**src/rtl/video_timing_pkg.sv**
```systemverilog
// Mode table and timing helpers shared by the video timing generator and its axis counters.
// Each mode is described per axis as active/front-porch/sync/back-porch lengths plus sync polarity.
package video_timing_pkg;

  localparam int TBL_W     = 12;
  localparam int TBL_MODES = 4;

  localparam int MODE_640X480P60   = 0;
  localparam int MODE_800X600P60   = 1;
  localparam int MODE_1280X720P60  = 2;
  localparam int MODE_1920X1080P60 = 3;

  typedef enum logic [1:0] {
    ST_IDLE  = 2'd0,
    ST_RUN   = 2'd1,
    ST_DRAIN = 2'd2
  } vt_state_e;

  typedef struct packed {
    logic [TBL_W-1:0] act;
    logic [TBL_W-1:0] fp;
    logic [TBL_W-1:0] sync;
    logic [TBL_W-1:0] bp;
    logic             pol;   // 1 = sync asserted high
  } axis_cfg_t;

  typedef struct packed {
    axis_cfg_t h;
    axis_cfg_t v;
  } mode_cfg_t;

  localparam mode_cfg_t MODE_TBL [TBL_MODES] = '{
    '{h: '{act: 12'd640,  fp: 12'd16,  sync: 12'd96,  bp: 12'd48,  pol: 1'b0},
      v: '{act: 12'd480,  fp: 12'd10,  sync: 12'd2,   bp: 12'd33,  pol: 1'b0}},
    '{h: '{act: 12'd800,  fp: 12'd40,  sync: 12'd128, bp: 12'd88,  pol: 1'b1},
      v: '{act: 12'd600,  fp: 12'd1,   sync: 12'd4,   bp: 12'd23,  pol: 1'b1}},
    '{h: '{act: 12'd1280, fp: 12'd110, sync: 12'd40,  bp: 12'd220, pol: 1'b1},
      v: '{act: 12'd720,  fp: 12'd5,   sync: 12'd5,   bp: 12'd20,  pol: 1'b1}},
    '{h: '{act: 12'd1920, fp: 12'd88,  sync: 12'd44,  bp: 12'd148, pol: 1'b1},
      v: '{act: 12'd1080, fp: 12'd4,   sync: 12'd5,   bp: 12'd36,  pol: 1'b1}}
  };

  function automatic logic [TBL_W-1:0] axis_total(input axis_cfg_t c);
    return c.act + c.fp + c.sync + c.bp;
  endfunction

  function automatic logic [TBL_W-1:0] axis_sync_start(input axis_cfg_t c);
    return c.act + c.fp;
  endfunction

  function automatic logic [TBL_W-1:0] axis_sync_end(input axis_cfg_t c);
    return c.act + c.fp + c.sync;
  endfunction

  // Out-of-table indices fall back to entry 0; the top never applies one.
  function automatic mode_cfg_t mode_lookup(input logic [31:0] idx);
    return (idx < TBL_MODES) ? MODE_TBL[idx[1:0]] : MODE_TBL[0];
  endfunction

endpackage

```
**src/rtl/timing_axis_counter.sv**
```systemverilog
// One timing axis: counts 0..total-1 while running, decodes active area and sync level.
// Held at zero whenever run is low so every start begins at the first pixel/line.
module timing_axis_counter
  import video_timing_pkg::*;
#(
  parameter int CNT_W = 12
) (
  input  logic             clk,
  input  logic             reset,
  input  logic             run,
  input  logic             step,
  input  axis_cfg_t        cfg,
  output logic [CNT_W-1:0] cnt,
  output logic             last,
  output logic             active,
  output logic             sync_lvl
);

  logic [CNT_W-1:0] cnt_d, cnt_q;
  logic [CNT_W-1:0] tot_m1, act_len, ss, se;
  logic             sync_on;

  assign tot_m1  = CNT_W'(axis_total(cfg) - 12'd1);
  assign act_len = CNT_W'(cfg.act);
  assign ss      = CNT_W'(axis_sync_start(cfg));
  assign se      = CNT_W'(axis_sync_end(cfg));

  assign last     = (cnt_q == tot_m1);
  assign active   = run && (cnt_q < act_len);
  assign sync_on  = run && (cnt_q >= ss) && (cnt_q < se);
  assign sync_lvl = sync_on ? cfg.pol : ~cfg.pol;
  assign cnt      = cnt_q;

  always_comb begin
    cnt_d = cnt_q;
    if (!run)      cnt_d = '0;
    else if (step) cnt_d = last ? '0 : cnt_q + CNT_W'(1);
  end

  always_ff @(posedge clk) begin
    if (reset) cnt_q <= '0;
    else       cnt_q <= cnt_d;
  end

endmodule

```
**src/rtl/video_timing_gen.sv**
```systemverilog
// Multi-mode video timing generator: run/drain FSM, frame-aligned mode switching and
// registered sync/DE/coordinate outputs driven from two axis counters.
module video_timing_gen
  import video_timing_pkg::*;
#(
  parameter int CNT_W     = 12,
  parameter int NUM_MODES = 4,
  parameter int MODE_W    = 2,
  parameter int INIT_MODE = 0
) (
  input  logic              pixel_clock,
  input  logic              reset,
  input  logic              enable,
  input  logic [MODE_W-1:0] mode_sel,
  input  logic              mode_req,
  output logic              hsync,
  output logic              vsync,
  output logic              de,
  output logic [CNT_W-1:0]  x,
  output logic [CNT_W-1:0]  y,
  output logic              frame_start,
  output logic              line_start,
  output logic [MODE_W-1:0] cur_mode,
  output logic              mode_pending,
  output logic              mode_err
);

  localparam logic INIT_HPOL = mode_lookup(32'(INIT_MODE)).h.pol;
  localparam logic INIT_VPOL = mode_lookup(32'(INIT_MODE)).v.pol;

  vt_state_e         state_q, state_d;
  logic [MODE_W-1:0] cur_mode_q, cur_mode_d;
  logic [MODE_W-1:0] pend_idx_q, pend_idx_d;
  logic              pend_q, pend_d;
  logic              err_q, err_d;
  logic              hsync_q, hsync_d, vsync_q, vsync_d;
  logic              de_q, de_d;
  logic [CNT_W-1:0]  x_q, x_d, y_q, y_d;
  logic              fs_q, fs_d, ls_q, ls_d;

  mode_cfg_t         cfg;
  logic              running, frame_wrap, req_ok;
  logic [CNT_W-1:0]  h_cnt, v_cnt;
  logic              h_last, v_last, h_act, v_act, h_lvl, v_lvl;

  assign cfg        = mode_lookup(32'(cur_mode_q));
  assign running    = (state_q != ST_IDLE);
  assign frame_wrap = running && h_last && v_last;
  assign req_ok     = (int'(mode_sel) < NUM_MODES);

  timing_axis_counter #(.CNT_W(CNT_W)) u_h (
    .clk      (pixel_clock),
    .reset    (reset),
    .run      (running),
    .step     (1'b1),
    .cfg      (cfg.h),
    .cnt      (h_cnt),
    .last     (h_last),
    .active   (h_act),
    .sync_lvl (h_lvl)
  );

  timing_axis_counter #(.CNT_W(CNT_W)) u_v (
    .clk      (pixel_clock),
    .reset    (reset),
    .run      (running),
    .step     (h_last),
    .cfg      (cfg.v),
    .cnt      (v_cnt),
    .last     (v_last),
    .active   (v_act),
    .sync_lvl (v_lvl)
  );

  // Mode latch: a request arriving on the apply cycle itself takes effect at once.
  always_comb begin
    pend_idx_d = pend_idx_q;
    pend_d     = pend_q;
    err_d      = err_q;
    cur_mode_d = cur_mode_q;
    if (mode_req && req_ok) begin
      pend_idx_d = mode_sel;
      pend_d     = 1'b1;
    end
    if (mode_req && !req_ok) err_d = 1'b1;
    if ((!running || frame_wrap) && pend_d) begin
      cur_mode_d = pend_idx_d;
      pend_d     = 1'b0;
    end
  end

  always_comb begin
    state_d = state_q;
    case (state_q)
      ST_IDLE:  if (enable) state_d = ST_RUN;
      ST_RUN:   if (!enable) state_d = frame_wrap ? ST_IDLE : ST_DRAIN;
      ST_DRAIN: begin
        if (enable)          state_d = ST_RUN;
        else if (frame_wrap) state_d = ST_IDLE;
      end
      default:  state_d = ST_IDLE;
    endcase
  end

  always_comb begin
    hsync_d = h_lvl;
    vsync_d = v_lvl;
    de_d    = h_act && v_act;
    x_d     = de_d ? h_cnt : '0;
    y_d     = de_d ? v_cnt : '0;
    ls_d    = running && (h_cnt == '0);
    fs_d    = ls_d && (v_cnt == '0);
  end

  always_ff @(posedge pixel_clock) begin
    if (reset) begin
      state_q    <= ST_IDLE;
      cur_mode_q <= MODE_W'(INIT_MODE);
      pend_idx_q <= '0;
      pend_q     <= 1'b0;
      err_q      <= 1'b0;
      hsync_q    <= ~INIT_HPOL;
      vsync_q    <= ~INIT_VPOL;
      de_q       <= 1'b0;
      x_q        <= '0;
      y_q        <= '0;
      fs_q       <= 1'b0;
      ls_q       <= 1'b0;
    end else begin
      state_q    <= state_d;
      cur_mode_q <= cur_mode_d;
      pend_idx_q <= pend_idx_d;
      pend_q     <= pend_d;
      err_q      <= err_d;
      hsync_q    <= hsync_d;
      vsync_q    <= vsync_d;
      de_q       <= de_d;
      x_q        <= x_d;
      y_q        <= y_d;
      fs_q       <= fs_d;
      ls_q       <= ls_d;
    end
  end

  assign hsync        = hsync_q;
  assign vsync        = vsync_q;
  assign de           = de_q;
  assign x            = x_q;
  assign y            = y_q;
  assign frame_start  = fs_q;
  assign line_start   = ls_q;
  assign cur_mode     = cur_mode_q;
  assign mode_pending = pend_q;
  assign mode_err     = err_q;

endmodule

```
**config.mk**
```make
export PLATFORM = sky130hd
export DESIGN_NAME = video_timing_gen
export DESIGN_NICKNAME = d
export VERILOG_FILES = /design/src/rtl/video_timing_pkg.sv /design/src/rtl/timing_axis_counter.sv /design/src/rtl/video_timing_gen.sv
export SDC_FILE = /design/constraint.sdc
export NUM_CORES = 1
export LEC_CHECK = 0
export CORE_MARGIN = 3
export CORE_UTILIZATION = 57
export DETAILED_ROUTE_END_ITERATION = 8
export PLACE_DENSITY = 0.8
export RECOVER_POWER = 100
export SLEW_MARGIN = 30
export SYNTH_ARGS = -nofsm -noshare
export SYNTH_HDL_FRONTEND = slang
export SYNTH_SLANG_ARGS = --single-unit
```
**constraint.sdc**
```tcl
create_clock -name pixel_clock -period 4.58 [get_ports pixel_clock]
set_input_delay 0.687 -clock pixel_clock [delete_from_list [all_inputs] [get_ports pixel_clock]]
set_output_delay 0.687 -clock pixel_clock [all_outputs]
set_load 0.01 [all_outputs]
```
# After elaboration in Yosys (flattened, before gate mapping)
# Index checks and enable logic that the tools add are counted.
[word_totals] register_bits=60 inputBits=6 output_inout_bits=33 elab_cells=79
[classes] n_bitwise=5 n_eq_ne=7 n_reduce_logical=23 magnitude_cmp=7 n_mux=14 n_addsub=10
[op_table] operator="$bmux 98 s2" n=1
[op_table] operator="$mux 98" n=2
[op_table] operator="$add 12x12->12" n=6
[op_table] operator="$lt 12x12->1" n=4
[op_table] operator="$add 12x1->12 const B" n=2
[op_table] operator="$eq 12x12->1" n=2
[op_table] operator="$ge 12x12->1" n=2
[op_table] operator="$logic_not 12->1" n=2
[op_table] operator="$sub 12x1->12 const B" n=2
[op_table] operator="$logic_and 1x1->1" n=12
[op_table] operator="$mux 12" n=1
[op_table] operator="$mux 2" n=6
[op_table] operator="$pmux 2 s3" n=1
[op_table] operator="$reduce_or 2->1" n=3
[op_table] operator="$ne 2x2->1 const B" n=2
[op_table] operator="$not 1->1" n=4
[op_table] operator="$ge 3x3->1 const B" n=1
[op_table] operator="$mux 1" n=3
[op_table] operator="$ne 3x3->1 const B" n=1
[op_table] operator="$not 2->3" n=1
[op_table] operator="$reduce_and 3->1" n=1
[op_table] operator="$reduce_or 3->1" n=1
[op_table] operator="$eq 2x1->1 const B" n=1
[op_table] operator="$eq 2x2->1 const B" n=1
[op_table] operator="4 further kinds" n=4

# Depth between registers and ports, before layout
# Gate-level depths: netlist of run 1.
[depth] word_depth=14 ltp_mapped=12 mapped_depth_nobuf=10

# Cells and area by module
# A second synthesis of run 1 with hierarchy kept.
[unflattened] hier_cells=946 area_unflattened_um2=7623.6
[modules_own_cells] mod="timing_axis_counter (u_v)" cells_per_inst=420 n_inst=1 seq_area_each_um2=240.2 area_per_inst_um2=3186.8
[modules_own_cells] mod="timing_axis_counter (u_h)" cells_per_inst=410 n_inst=1 seq_area_each_um2=240.2 area_per_inst_um2=3161.8
[modules_own_cells] mod="video_timing_gen" cells_per_inst=116 n_inst=1 seq_area_each_um2=720.7 area_per_inst_um2=1275.0

# Least setup slack after synthesis of run 1
# OpenSTA, ideal clock, no wires.
[synth_path] path_type="flip-flop to flip-flop" start="register cur_mode_q[1] (netlist: cur_mode[1])" end="register u_v.cnt_q[11] (netlist: u_v.cnt[11])" period_less_slack_ns=3.437 arrival_time_ns=3.368 path_buffers=2 setup_time_ns=0.070 t_required_ns=4.510 path_stages_with_launch=11 path_slack_ns=1.143 path_cell_list="dfxtp_1 -> inv_1 -> ha_1 -> buf_6 -> xnor2_1 -> xnor3_1 -> or4_4 -> buf_6 -> or4_4 -> or3_1 -> a21oi_1"
[synth_via] elab_chain_cells=10 word_cells_on_any_way=15 cone_classes="add/sub: 8; eq/ne: 2; mux: 4; bitwise: 1"
[synth_rtl] element="start: declaration" line="video_timing_gen.sv:32" source="logic [MODE_W-1:0] cur_mode_q, cur_mode_d;"
[synth_rtl] element="start signal: assignment" line="video_timing_gen.sv:118" source="cur_mode_q <= MODE_W'(INIT_MODE);"
[synth_rtl] element="start signal: assignment" line="video_timing_gen.sv:131" source="cur_mode_q <= cur_mode_d;"
[synth_rtl] element="$not 2->3 (implied by the code) *" line="video_timing_pkg.sv:57" source="return (idx < TBL_MODES) ? MODE_TBL[idx[1:0]] : MODE_TBL[0];"
[synth_rtl] element="$bmux 98 s2 *" line="video_timing_pkg.sv:57"
[synth_rtl] element="$mux 98 (implied by the code) * (2 in series)" line="video_timing_pkg.sv:57"
[synth_rtl] element="$add 12x12->12 (3 in series)" line="video_timing_pkg.sv:44" source="return c.act + c.fp + c.sync + c.bp;"
[synth_rtl] element="$sub 12x1->12" line="timing_axis_counter.sv:23" source="assign tot_m1 = CNT_W'(axis_total(cfg) - 12'd1);"
[synth_rtl] element="$eq 12x12->1" line="timing_axis_counter.sv:28" source="assign last = (cnt_q == tot_m1);"
[synth_rtl] element="$mux 12" line="timing_axis_counter.sv:37" source="else if (step) cnt_d = last ? '0 : cnt_q + CNT_W'(1);"
[synth_rtl] element="end signal: assignment" line="timing_axis_counter.sv:42" source="else cnt_q <= cnt_d;"
[synth_rtl] element="end: declaration" line="timing_axis_counter.sv:19" source="logic [CNT_W-1:0] cnt_d, cnt_q;"
# Every way passes the cells marked *; elsewhere a longest branch is shown, timed or not. The select of a mux whose other input is x is not followed.
# A chain may end at the register's enable or synchronous reset.

# Worst setup path after layout of run 1
[layout_path] start="register cur_mode_q[1] (netlist: cur_mode[1])" end="register x_q[10] (netlist: x[10])"
[layout_via] elab_chain_cells=9 word_cells_on_any_way=11 cone_classes="order compare: 2; mux: 3; bitwise: 2; reduce/logical: 4"
[layout_rtl] element="$not 2->3 (implied by the code) *" line="video_timing_pkg.sv:57"
[layout_rtl] element="$bmux 98 s2 *" line="video_timing_pkg.sv:57"
[layout_rtl] element="$mux 98 (implied by the code) * (2 in series)" line="video_timing_pkg.sv:57"
[layout_rtl] element="$lt 12x12->1" line="timing_axis_counter.sv:29" source="assign active = run && (cnt_q < act_len);"
[layout_rtl] element="$logic_and 1x1->1" line="timing_axis_counter.sv:29"
[layout_rtl] element="$logic_and 1x1->1 *" line="video_timing_gen.sv:108" source="de_d = h_act && v_act;"
[layout_rtl] element="$not 1->1 (no source line) *"
[layout_rtl] element="$reduce_or 2->1 (no source line) *"
[layout_rtl] element="end signal: assignment" line="video_timing_gen.sv:125" source="x_q <= '0;"
[layout_rtl] element="end signal: assignment" line="video_timing_gen.sv:138" source="x_q <= x_d;"
[layout_rtl] element="end: declaration" line="video_timing_gen.sv:38" source="logic [CNT_W-1:0] x_q, x_d, y_q, y_d;"
# Marks and branches as above.

==> results.md, run 1 <==
- CTS tree: done
- CORE AREA: 0.006131 mm²
- Clock root buffer master: clkbuf_8
- Flops & latches, synth: 60
- Initial Util: 0.6127
- Final Cycle Share: 0.8543
- Buffers on Ports: 37
- Tmin final: 3.913 ns
- Mux contribution to synthesized area: 0.01399
- Clk_skew: 0.004551 ns
- Slew Limit Fails: 0
- Slack of the worst reg-to-reg path: 0.67 ns
- Worst setup EP type: flip-flop
- Final hold slack: 0.5134 ns
- Xor/xnor share of the synthesized area: 0.07362
- Count leader, synth: ha_1
- Compound-cell area share of the yosys netlist: 0.1069
- Register area share after synthesis: 0.3198
- Synth cell count leaders: ha_1, dfxtp_1, nor2_1, nand2_1, and2_1
- Pwr/cell area: 254.9 mW/mm²
- YS warnings: 0
- Total wire length: 9219 µm
- Netlist cell types: 54
- Final Hold Vio Count: 0
- Largest family of logic cells by synthesized area: simple AND/OR/NAND/NOR gates
- HPWL after DPL: 6731 µm
- Synth area leader: dfxtp_1
- Syn Inst Count: 415
- Number of diodes: 0
- Synthesized area per cell: 9.051 µm²
- Fill cells: 496
- 1st-pass router iterations: 5
- Share of cells above drive strength 1: 0.05263
- Bufs on Longest Clock Path: 2
- Core Util, Final: 0.7027
- Relative slew slack: 0.1951
- Synth async-reset ratio: 0
- Syn Std Cell Area: 0.003756 mm²
- CTS buffer count: 9
- Gr ovfl total: 0
- DR WL/cell: 17.36 µm
- Startpoint class of the critical path: flip-flop
- Htree depth: 3
- Vias in the first global route: 3,084
- Hold Crit Depth: 2
- CTS Hold Bufs: 0
- Worst reg-to-reg path cell count: 10
- Top-Level Pins: 39
- Worst Path Arrival: 4.20 ns
- Synth top area cells: dfxtp_1, ha_1, nor2_1
- Via count: 3,168
- Final instance area: 0.004308 mm²
- Area after DPL: 0.004140 mm²
- Top-area cell type share of the netlist area: 0.3198
- Unrepaired setup endpoints after global routing: no
- First-pass GRT wire length: 15,470 µm
- Synth Area in Simple Gates: 0.2295
- Max Cap Viol: 0
- Routability cong.: 0.9591
- WS Path Type: flip-flop to flip-flop
- CP Max Fanout: 12
- Post-Synth Adder-Cell Area: 0.2099
- Hold_sp: mode_pending
- Overall Global Routing Usage: 0.2652
- Largest net degree at the start of global routing: 16
- Setup TNS: 0 ns
- Final ANT Viol Nets: 0
- DIE AREA: 0.007599 mm²
- Fmax: 0.2556 GHz
- Post-synth EDFFs: 0
- RR Startpoint: cur_mode[1]
- Number of post-CTS setup repair buffers: 0
- Resized cells post-CTS: 0
- Worst path max stage delay: 0.95 ns
- Die Y: 87.18 µm
- Register area: 0.001201 mm²
- Skew-Pair Late Insertion Delay: 0.34 ns
- Die width: 87.18 µm
- Reg clk slew, reported paths: 0.06 ns
- NumNets Final: 522
- Commonest register cell after synthesis: dfxtp_1
- RR Endpoint: x[10]
- Multi-input gate area: 0.002392 mm²
- Endpoints failing setup: 0
- Outcome: finished clean
- Site Rows: 28
- Initial antenna violation count: 0
- # DRC: 0
- Initial drt markers: 197
- Slowest cell on the critical path: a221oi_1
- CP Cell Sequence: inv_1, ha_1, inv_1, ha_1, nor2b_1, o21ai_0, nand3_1, a221oi_1, buf_4, and2_1
- Maximum VDD drop: 0.1807 mV
- Lkg Pwr: 1.936 nW
- Hold crit path type: flip-flop to flip-flop
- Area Overhead vs Synth: 14.69%
- Vias/cell: 5.966
- Worst Max-Slew Pin Slew: 1.207 ns
- CTS sink count: 60
- CP required: 4.87 ns
- Worst hold path endpoint: mode_pending
[stage by stage]
| step | std cells | setup slack (ns) | total power (W) |
|---|---|---|---|
| 4_1_cts | 531 | 0.7421 | 0.001106 |
| 3_3_place_gp | 517 | 0.9990 | 0.0006761 |
| 6_report | 531 | 0.6674 | 0.001098 |
| 3_5_place_dp | 517 | 0.8086 | 0.0006820 |
| 2_1_floorplan | 418 | 1.143 | 0.0006403 |
| 5_1_grt | 531 | 0.3290 | 0.001147 |
[logic make-up after synthesis]
kind of cell | count (synthesis)
flops | 60
compound gates | 61
other cells | 2
fa+ha+maj | 63
buf+inv | 31
simple gates | 163
mux | 5
xor+xnor | 30
[worst max path at each step]
stage	end	from	depth (start not counted)	slack, ns
2_1_floorplan	u_v.cnt[11]	cur_mode[1]	10	1.14
3_3_place_gp	u_v.cnt[11]	cur_mode[1]	8	1.0
3_5_place_dp	x[1]	cur_mode[1]	10	0.81
4_1_cts	x[1]	cur_mode[1]	10	0.74
5_1_grt	x[1]	cur_mode[1]	10	0.33
6_report	x[10]	cur_mode[1]	10	0.67
[layer usage]
layer  GRT usage  routed length, µm
met1      0.3605               4138
met2      0.4127               4192
met3     0.06812                712
met4     0.08229                176
met5           0                  0
[worst max-delay path, delay by kind of cell, from the launching register on]
family / cells / cell delay, ns
compound gates: 2 / 1.08
fa+ha+maj: 2 / 1.00
buf+inv: 3 / 0.80
flops: 1 / 0.62
simple gates: 3 / 0.36
[sequential cells by signal, summed over array words and instances, names as in the netlist, 2 cells and up]
signal	flops
cur_mode	2
state_q	2
u_v.cnt	12
y	12
x	12
pend_idx_q	2
u_h.cnt	12
[cell type report]
| cell class | count | share of cell area |
|---|---|---|
| flip-flops and latches | 60 | 0.2788 |
| well taps | 75 | 0.02178 |
| repair buffers | 39 | 0.08946 |
| multi-input cells | 327 | 0.5553 |
| clock buffers | 12 | 0.03834 |
| clock inverters | 2 | 0.002324 |
| inverters | 16 | 0.01394 |
[cells in the final DEF, fill, tap and decap left out, drive strengths merged, types with 3 or more instances in the layout]
master and instances:
nand4 10, clkbuf 12, dlygate4sd3 34, nor3 7, mux2i 3, nor4 5
nand2 25, nor2 45, a21o 8, clkdlybuf4s50 3, and4 3, dfxtp 60
and3 6, xnor2 15, a21oi 12, nand2b 4, inv 16, o21ai 14
ha 63, a211oi 7, nor2b 3, o211ai 3, nand3 13, xor2 14
conb 5, and2 24, or4 3, or3 6, nor3b 3
[power breakdown]
part / internal [W] / switching, W / leakage [nW]
registers: 0.000530 / 0.00000614 / 0.486
logic: 0.0000569 / 0.0000779 / 1.36
clock network: 0.000232 / 0.000195 / 0.0941
total: 0.000819 / 0.000279 / 1.94
Note: power is estimated with default switching activity, not from simulation.
==> inputs of run 2 (changes only) <==
- REMOVE_ABC_BUFFERS: unset -> 1
==> run 2 against run 1 <==
Sequential cell count did not move. First-iteration DRC count fell by 2.5%. Via count fell by 0.82%. Hold slack got worse by 0.014 ns.
==> results.md, run 2 (synthesis gave the netlist of run 1 again) <==
- Outcome: finished clean
- Hold crit path type: flip-flop to flip-flop
- DR WL/cell: 16.29 µm
- Endpoints failing setup: 0
- Resized cells post-CTS: 0
- Startpoint class of the critical path: flip-flop
- Seq pwr share: 0.470
- CTS tree: done
- Die Y: 87.18 µm
- Area after DPL: 0.004140 mm²
- Htree depth: 3
- CTS sink count: 60
- Vias in the first global route: 2,885
- Bufs on Longest Clock Path: 2
- CP required: 4.84 ns
- Site Rows: 28
- Number of diodes: 0
- CP Max Fanout: 12
- Clock root buffer master: clkbuf_8
- Final Cycle Share: 0.8684
- # DRC: 0
- Clk_skew: 0.007563 ns
- CTS buffer count: 9
- Worst setup EP type: flip-flop
- Final instance area: 0.004329 mm²
- Vias/cell: 5.895
- Fill cells: 510
- GR Util met2: 0.3844
- First-pass GRT wire length: 14,290 µm
- 1st-pass router iterations: 5
- NetSw: 0.0002998 W
- Total wire length: 8683 µm
- Largest net degree at the start of global routing: 24
- DIE AREA: 0.007599 mm²
- Logic pwr share: 0.117
- Clock share of power: 0.414
- Routability cong.: 0.9796
- Grt met3 use: 0.06717
- Via count: 3,142
- Worst Max-Slew Pin Slew: 0.7728 ns
- Reg clk slew, reported paths: 0.07 ns
- Pwr/cell area: 263.1 mW/mm²
- Share of cells above drive strength 1: 0.05677
- Commonest non-fill, non-tap cell in the layout: ha_1
- GR peak layer: met2
- Worst Path Arrival: 4.24 ns
- Final Hold Vio Count: 0
- Place WS: 0.9295 ns
- Setup TNS: 0 ns
- Tmin final: 3.977 ns
- Max Cap Viol: 0
- Sw Share: 0.2633
- Core Util, Final: 0.7061
- Number of post-CTS setup repair buffers: 0
- Final ANT Viol Nets: 0
- Slew Limit Fails: 0
- Lkg Pwr: 1.944 nW
- Buffers on Ports: 37
- GR Util met1: 0.3285
- Initial drt markers: 192
- Fmax: 0.2514 GHz
- CORE AREA: 0.006131 mm²
- Hold Crit Depth: 2
- Gr ovfl total: 0
- Overall Global Routing Usage: 0.2458
- CTS Hold Bufs: 0
- NumNets Final: 522
- Relative slew slack: 0.4715
- Cell Int Power: 0.0008390 W
- Maximum VDD drop: 0.2290 mV
- Power Total: 0.001139 W
- Setup ws final: 0.6027 ns
- Die width: 87.18 µm
- Unrepaired setup endpoints after global routing: no
- Initial Util: 0.6127
- Worst reg-to-reg path cell count: 8
- WS Path Type: flip-flop to flip-flop
- HPWL after DPL: 6384 µm
- Initial antenna violation count: 0
- Area Overhead vs Synth: 15.26%
- Most frequent cells in the layout: ha_1, dfxtp_1, nor2_1, dlygate4sd3_1, nand2_1
- Skew-Pair Late Insertion Delay: 0.34 ns
- Top-Level Pins: 39
==> run 2: critical path, stage by stage (launching register included) <==
cell and delay, ns:
dfxtp_1 0.61, inv_1 0.27, ha_1 0.67, xnor2_1 0.19, xnor3_1 0.25, or4_1 0.69, or4_2 0.73, or3_1 0.36
a21oi_1 0.13
==> run 2: layer usage <==
layer / part of all wire / up-vias
li1: - / 1533
met2: 0.44 / 133
met3: 0.077 / 25
met4: 0.027 / 0
met5: 0 / -
met1: 0.45 / 1451
==> run 2: final timing paths <==
check	startpoint	slack [ns]	to
worst max register to register	cur_mode[1]	0.60	u_v.cnt[11]
worst min register to register	mode_pending	0.50	mode_pending
worst max-delay path	cur_mode[1]	0.60	u_v.cnt[11]
worst min-delay path	mode_pending	0.50	mode_pending
==> run 2: layout make-up <==
| cell class | count | area (µm²) | share of cell area |
|---|---|---|---|
| multi-input cells | 327 | 2394 | 0.5529 |
| flip-flops and latches | 60 | 1201 | 0.2775 |
| clock buffers | 9 | 123.9 | 0.02861 |
| clock inverters | 7 | 75.07 | 0.01734 |
| inverters | 16 | 60.06 | 0.01387 |
| repair buffers | 39 | 381.6 | 0.08815 |
| well taps | 75 | 93.84 | 0.02168 |
==> run 2: per-stage QoR <==
stage / hold WS (ns) / std cells
after detailed placement: 0.4890 / 517
after global placement: 0.4826 / 517
after CTS: 0.5174 / 533
final: 0.4992 / 533
after global routing: 0.5438 / 533
after floorplan: 0.4549 / 403
==> run 2: power groups by stage <==
| stage | combinational, W | clock, W | sequential, W |
|---|---|---|---|
| 2_1_floorplan | 0.0000865 | 0 | 0.000549 |
| 3_3_place_gp | 0.000131 | 0 | 0.000547 |
| 3_5_place_dp | 0.000133 | 0 | 0.000547 |
| 4_1_cts | 0.000134 | 0.000481 | 0.000535 |
| 5_1_grt | 0.000148 | 0.000513 | 0.000536 |
| 6_report | 0.000133 | 0.000471 | 0.000535 |
